==> src/rtl/pmci_spi_csr_seq.sv <==
// PMCI SPI_CSR sequencer: turns a single flash read/write command into the
// Avalon-MM register sequence (data, address, go, busy poll, read-back).
module pmci_spi_csr_seq #(
   parameter logic [31:0] BASE_ADDR  = 32'h20000,
   parameter int          POLL_LIMIT = 1024
) (
   input  logic        clk,
   input  logic        rst_n,
   input  logic        cmd_valid,
   output logic        cmd_ready,
   input  logic        cmd_write,
   input  logic [31:0] cmd_addr,
   input  logic [31:0] cmd_wdata,
   output logic        rsp_valid,
   input  logic        rsp_ready,
   output logic [31:0] rsp_rdata,
   output logic        rsp_error,
   output logic [31:0] avmm_address,
   output logic        avmm_write,
   output logic        avmm_read,
   output logic [31:0] avmm_writedata,
   output logic [3:0]  avmm_byteenable,
   input  logic        avmm_waitrequest,
   input  logic [31:0] avmm_readdata,
   input  logic        avmm_readdatavalid
);

   localparam int          CW        = $clog2(POLL_LIMIT + 1);
   localparam logic [31:0] SPI_CSR   = BASE_ADDR + 32'h400;
   localparam logic [31:0] SPI_AR    = BASE_ADDR + 32'h404;
   localparam logic [31:0] SPI_RD_DR = BASE_ADDR + 32'h408;
   localparam logic [31:0] SPI_WR_DR = BASE_ADDR + 32'h40C;
   localparam logic [CW-1:0] POLL_LAST = CW'(POLL_LIMIT - 1);
   localparam logic [CW-1:0] POLL_MAX  = CW'(POLL_LIMIT);

   typedef enum logic [3:0] {
      IDLE, WR_WDR, WR_AR, WR_CSR, POLL_REQ, POLL_WAIT, RD_REQ, RD_WAIT, RESP
   } state_t;

   state_t        state, state_nxt;
   logic          alive;      // cmd_ready held off until the first edge after reset
   logic          wr_q;
   logic [31:0]   addr_q, wdata_q;
   logic [CW-1:0] poll_cnt;
   logic          accept, timeout, busy_poll;

   assign cmd_ready = alive && (state == IDLE);
   assign rsp_valid = (state == RESP);
   assign accept    = cmd_valid && cmd_ready;
   assign busy_poll = (state == POLL_WAIT) && avmm_readdatavalid && avmm_readdata[31];

   // Next state and Avalon request outputs; requests are a pure function of
   // state so they stay frozen while waitrequest holds the state.
   always_comb begin
      state_nxt       = state;
      timeout         = 1'b0;
      avmm_address    = '0;
      avmm_write      = 1'b0;
      avmm_read       = 1'b0;
      avmm_writedata  = '0;
      avmm_byteenable = '0;
      case (state)
         IDLE: if (accept) state_nxt = cmd_write ? WR_WDR : WR_AR;
         WR_WDR: begin
            avmm_write      = 1'b1;
            avmm_address    = SPI_WR_DR;
            avmm_writedata  = wdata_q;
            avmm_byteenable = 4'hF;
            if (!avmm_waitrequest) state_nxt = WR_AR;
         end
         WR_AR: begin
            avmm_write      = 1'b1;
            avmm_address    = SPI_AR;
            avmm_writedata  = addr_q;
            avmm_byteenable = 4'hF;
            if (!avmm_waitrequest) state_nxt = WR_CSR;
         end
         WR_CSR: begin
            avmm_write      = 1'b1;
            avmm_address    = SPI_CSR;
            avmm_writedata  = {30'b0, wr_q, ~wr_q};
            avmm_byteenable = 4'hF;
            if (!avmm_waitrequest) state_nxt = POLL_REQ;
         end
         POLL_REQ: begin
            avmm_read       = 1'b1;
            avmm_address    = SPI_CSR;
            avmm_byteenable = 4'hF;
            if (!avmm_waitrequest) state_nxt = POLL_WAIT;
         end
         POLL_WAIT: begin
            if (avmm_readdatavalid) begin
               if (!avmm_readdata[31]) begin
                  state_nxt = wr_q ? RESP : RD_REQ;
               end else if (poll_cnt == POLL_LAST) begin
                  state_nxt = RESP;
                  timeout   = 1'b1;
               end else begin
                  state_nxt = POLL_REQ;
               end
            end
         end
         RD_REQ: begin
            avmm_read       = 1'b1;
            avmm_address    = SPI_RD_DR;
            avmm_byteenable = 4'hF;
            if (!avmm_waitrequest) state_nxt = RD_WAIT;
         end
         RD_WAIT: if (avmm_readdatavalid) state_nxt = RESP;
         RESP:    if (rsp_ready) state_nxt = IDLE;
         default: state_nxt = IDLE;
      endcase
   end

   // State register and post-reset ready enable
   always_ff @(posedge clk or negedge rst_n) begin
      if (!rst_n) begin
         state <= IDLE;
         alive <= 1'b0;
      end else begin
         state <= state_nxt;
         alive <= 1'b1;
      end
   end

   // Command capture, poll counter and response registers
   always_ff @(posedge clk or negedge rst_n) begin
      if (!rst_n) begin
         wr_q      <= 1'b0;
         addr_q    <= '0;
         wdata_q   <= '0;
         poll_cnt  <= '0;
         rsp_rdata <= '0;
         rsp_error <= 1'b0;
      end else if (accept) begin
         wr_q      <= cmd_write;
         addr_q    <= cmd_addr;
         wdata_q   <= cmd_wdata;
         poll_cnt  <= '0;
         rsp_rdata <= '0;
         rsp_error <= 1'b0;
      end else begin
         // saturate rather than wrap; timeout leaves POLL_WAIT at the limit anyway
         if (busy_poll && poll_cnt != POLL_MAX) poll_cnt <= poll_cnt + 1'b1;
         if (state == RD_WAIT && avmm_readdatavalid) rsp_rdata <= avmm_readdata;
         if (timeout) rsp_error <= 1'b1;
      end
   end

endmodule
==> config.mk <==
export PLATFORM = sky130hd
export DESIGN_NAME = pmci_spi_csr_seq
export DESIGN_NICKNAME = d
export VERILOG_FILES = /design/src/rtl/pmci_spi_csr_seq.sv
export SDC_FILE = /design/constraint.sdc
export NUM_CORES = 1
export LEC_CHECK = 0
export CORE_MARGIN = 2
export CORE_UTILIZATION = 40
export DETAILED_ROUTE_END_ITERATION = 7
export GPL_TIMING_DRIVEN = 0
export MAX_ROUTING_LAYER = met4
export PLACE_DENSITY = 0.77
export SETUP_SLACK_MARGIN = 0.15
export SKIP_CTS_REPAIR_TIMING = 1
export SYNTH_ARGS = -nofsm -noshare
export SYNTH_HDL_FRONTEND = slang
export SYNTH_SLANG_ARGS = --single-unit
==> constraint.sdc <==
create_clock -name clk -period 2.2 [get_ports clk]
set_clock_uncertainty 0.1 [all_clocks]
set_input_delay 0.44 -clock clk [delete_from_list [all_inputs] [get_ports clk]]
set_output_delay 0.44 -clock clk [all_outputs]
set_load 0.05 [all_outputs]
* Yosys cells after proc, flatten, opt, wreduce, memory -nomap -nowiden
Cells that the tools add are included.
** Operators by class
- Add/subtract/negate cells :: 1
- Eq/ne operators :: 19
- Mux-type cells :: 29
- Bitwise operators :: 1
- Reduce and logical (&&, ||, !) cells :: 15
** Operators with widths (count)
- 32-bit case mux with 3 select lines :: 1
- 18-bit case mux with 4 select lines :: 1
- 32-bit two-way mux :: 2
- 4-bit two-way mux :: 13
- 4-bit case mux with 9 select lines :: 1
- 11-bit two-way mux :: 2
- 4-bit by 3-bit equality test with 1-bit output (second input constant) :: 4
- 2-bit != test (second input constant) :: 8
- 11-bit by 1-bit adder with 11-bit output (second input constant) :: 1
- 11-bit by 10-bit equality test with 1-bit output (second input constant) :: 1
- 11-bit != test (second input constant) :: 1
- 9-bit AND reduction :: 1
- 4-bit by 2-bit equality test with 1-bit output (second input constant) :: 2
- 1-bit two-way mux :: 8
- 1-bit logical AND :: 6
- 2-bit nonzero test :: 3
- 5-bit OR reduction :: 1
- 4-bit by 1-bit equality test with 1-bit output (second input constant) :: 1
- 4-bit equality test (second input constant) :: 1
- 4-bit zero test :: 1
- 2-bit OR reduction :: 2
- 3-bit OR reduction :: 1
- 2-bit two-way mux :: 1
- 2-bit by 1-bit != test with 1-bit output (second input constant) :: 1
- 1-bit NOT :: 1
** Storage, ports and cells
- Bits in registers :: 114
- Input bits :: 103

* Depth between registers and ports, before layout
- Word-level depth :: 7
- Depth in mapped cells :: 7

* Worst setup path after synthesis
No wires, ideal clock.
- Kind :: register to register
- From :: register state[3]
- To :: register state[0]
- Arrival :: 3.088 ns
- Required time :: 1.972 ns
- Slack :: -1.116 ns
- Cell stages (with the launch flop) :: 6
- Buffers on the path :: 1
- Clock period less this slack :: 3.316 ns
- Cell sequence :: dfrtp_1 clkbuf_1 nor4b_1 nor2b_1 or3_1 mux2_1
** Between the ends
- Elaborated cells on any way between the ends :: 22
- Those cells by class :: 17 x eq/ne; 1 x mux; 4 x reduce/logical
** RTL lines
- start, declared :: RTL line 40 : state_t state, state_nxt;
- start signal, assigned :: RTL line 121 : state <= state_nxt;
- 4-bit equality test *
- named net rsp_valid :: RTL line 14 : output logic rsp_valid,
- 2-bit by 1-bit != test with 1-bit output (no line)
- 9-bit AND reduction (no line)
Mark *: on every way through the listed nets, which the timed path passes. The rest lies on a longest branch.
A chain may end at the register's enable or synchronous reset.

* Worst setup path after layout
- From :: register state[2]
- To :: output port avmm_writedata[3]
** Between the ends
- Longest elaborated chain between the ends :: 2
- Elaborated cells on any way between the ends :: 4
- Those cells by class :: 3 x eq/ne; 1 x mux
** RTL lines
- 4-bit by 2-bit equality test with 1-bit output or 4-bit by 1-bit equality test with 1-bit output (tied branches) :: RTL line 62 : case (state)
- 32-bit case mux with 3 select lines * :: RTL line 62
- end, declared :: RTL line 21 : output logic [31:0] avmm_writedata,
Every way passes the cells marked *; elsewhere a longest branch is shown, timed or not.

==> run metrics <==
status=complete, but fails checks; failing checks=negative setup slack; critical path required time=1.66 ns; DR vias/cell=5.106; Final WS setup=-0.4261 ns; Final Hold Fails=0; Rows=42; CP Max Fanout=6; worst skew pair latency=0.41 ns; worst hold path class=in2async; CP peak stage delay=0.43 ns; count of cell types in the netlist=45; relative slew slack=0.4728; DRT Wirelength=18.43 mm; CTS Buffer Depth=2; crit share post-route=1.194; PortBufs=179; Leakage=4.921 nW; Inserted Clock Buffers=17; Iter 0 DRT Violations=279; clk sinks=114; Syn Area/Cell=11.03 sq um; clock-pin slew on the worst setup and hold paths=0.05 ns; first-pass GRT wire length=23.51 mm; number of I/O pins=208; MaxCap Viol Count=0; Crit-path slowest cell=dfrtp_2; type of origin of the critical path=flip-flop; Die X=119.9 um; fmax=0.3808 GHz; PwrDens=1591 nW/um^2; Cells after Synth=487; Setup Crit Path Kind=reg2out; Layout Utilization=0.7437; HPWL after detailed placement=10.74 mm; Design Power=0.01560 W; final setup vio count=85; H-tree levels=4; Synth async-reset ratio=1.000; GRT Residual Overflow=0; ys flop type=dfrtp_1; DRC Markers=0; synth warn=0; DP Worst Slack=-0.6944 ns; maximum number of pins on one net before global-route repair=59; flops & latches, synth=114; worst hold slack=0.008511 ns; Die Ht=119.9 um; WL per Instance=19.42 um; ratio of cells with drive above 1 in the final layout=0.3765; Starting Density=0.4072; die area=14370 sq um; placed cell areas=7978 sq um; Finished Cell Area=9809 sq um; initial antenna violation count=0; cell area after synthesis=5371 sq um; VDD IR-drop max=0.7119 mV; Total GRT Usage=0.2168; Slew Limit Fails=0; fin crit period=2.626 ns; Clock Root Buffer=clkbuf_16; routed vias=4846; synth-to-layout area growth=82.62%; critical path cell sequence=buf_8, or2_4, buf_8, nor2_4, buf_12, clkbuf_16, a22o_4, buf_8; count of flip-flops with a built-in enable after synthesis=0; CP dominant cell by count=buf_8; reg2reg path depth=9; critical path arrival=2.09 ns; drt pass-1 iters=6; nets=865; GPL Wtd Cong=0.8384; vias in the first global route=4648; Crit. End Element=output port; Worst Tran Pin Value=0.7908 ns; number of diodes=0; CTS tree=built; RSZ-0062 raised after global routing=true; Routed Antenna Nets=0; Core ar.=13190 sq um; part of the Yosys area used for sequential elements=0.5311
registers in the layout (all words and copies together) (netlist names):
register   flops
state          4
rsp_error      1
wr_q           1
addr_q        32
wdata_q       32
rsp_rdata     32
poll_cnt      11
alive          1
report_power, final:
| part | internal [W] | leakage [nW] | switching [W] | total (W) |
|---|---|---|---|---|
| combinational | 0.00435 | 3.20 | 0.00482 | 0.00916 |
| clock | 0.00180 | 0.287 | 0.000927 | 0.00272 |
| sequential | 0.00299 | 1.43 | 0.000724 | 0.00372 |
stage by stage:
step	instances	TNS, ns
3_5_place_dp	870	-47.91
2_1_floorplan	514	-0.03313
3_3_place_gp	869	-462.62
5_1_grt	949	-23.59
6_report	949	-17.34
4_1_cts	902	-70.33
worst paths after layout:
check | start | to | slack (ns)
setup / recovery | state[2] | avmm_writedata[3] | -0.43
hold / removal | rst_n | addr_q[21] | 0.009
setup reg to reg | state[3] | wdata_q[11] | -0.11
hold reg to reg | rsp_error | rsp_error | 0.40
max in group asynchronous | rst_n | rsp_rdata[4] | 1.24
min in group clk | rsp_error | rsp_error | 0.40
placed cells by master, fill, tap and decap left out, types with 4 or more instances in the layout:
| cell | instances |
|---|---|
| nand3_1 | 5 |
| nor2_1 | 9 |
| nor4_1 | 4 |
| nand4_1 | 4 |
| nand2_1 | 71 |
| a21oi_2 | 6 |
| a21oi_1 | 38 |
| buf_4 | 59 |
| a22o_4 | 30 |
| nor2b_1 | 5 |
| clkbuf_1 | 9 |
| clkbuf_2 | 5 |
| mux2_4 | 45 |
| clkdlybuf4s50_1 | 101 |
| clkbuf_16 | 24 |
| clkbuf_8 | 12 |
| o21ai_0 | 4 |
| dlymetal6s2s_1 | 33 |
| or4_4 | 5 |
| nor2_4 | 5 |
| buf_8 | 41 |
| buf_6 | 21 |
| dfrtp_1 | 112 |
| mux2_1 | 20 |
| conb_1 | 29 |
| inv_1 | 9 |
| buf_12 | 13 |
synth_stat cells (all sizes together), types with 3 or more instances:
cell | count | area [sq um]
dfrtp | 114 | 2853
nand2 | 72 | 270.3
mux2 | 66 | 743.2
buf | 45 | 311.5
a21oi | 44 | 220.2
a22o | 30 | 262.8
clkbuf | 20 | 75.07
nor2 | 14 | 52.55
inv | 9 | 33.78
nor4 | 6 | 43.79
nand3 | 5 | 25.02
nor2b | 5 | 31.28
o21ai | 5 | 25.02
or4 | 5 | 41.29
nand4 | 4 | 25.02
o31ai | 4 | 30.03
o41ai | 4 | 35.03
nand2b | 3 | 18.77
xnor2 | 3 | 26.28
layer usage:
metal,track usage,part of all wire,vias up
li1,-,-,2200
met1,0.2620,0.40,2431
met2,0.3575,0.52,184
met3,0.05513,0.057,31
met4,0.06985,0.021,0
met5,-,0,-
kinds of logic (layout without fill, tap and decap cells):
group                    count (synthesis)  after routing  synth area share
AO/OA/AOI/OAI                           96             96            0.1209
buffers and inverters                   74            333           0.07827
XOR/XNOR                                 3              3          0.004893
AND/OR/NAND/NOR                        129            129            0.1186
adder cells (fa/ha/maj)                  2              2          0.004658
multiplexers                            67             67            0.1402
other                                    2             29          0.001398
flip-flops                             114            114            0.5311
critical path: cells and delay by family (launching register included):
| family | cells | cell delay (ns) |
|---|---|---|
| DFF | 1 | 0.43 |
| and+or+nand+nor | 2 | 0.37 |
| AOI/OAI and AO/OA | 1 | 0.14 |
| buffers and inverters | 5 | 0.74 |
final cells by class:
| type | count | area [sq um] |
|---|---|---|
| Fill cell | 801 | 3381 |
| Sequential cell | 114 | 2855 |
| Multi-Input combinational cell | 326 | 2814 |
| Timing Repair Buffer | 227 | 2615 |
| Buffer | 65 | 679.4 |
| Clock buffer | 30 | 554.3 |
| Tap cell | 176 | 220.2 |
| Clock inverter | 2 | 37.54 |
| Inverter | 9 | 33.78 |
(Power assumes the default switching activity.)
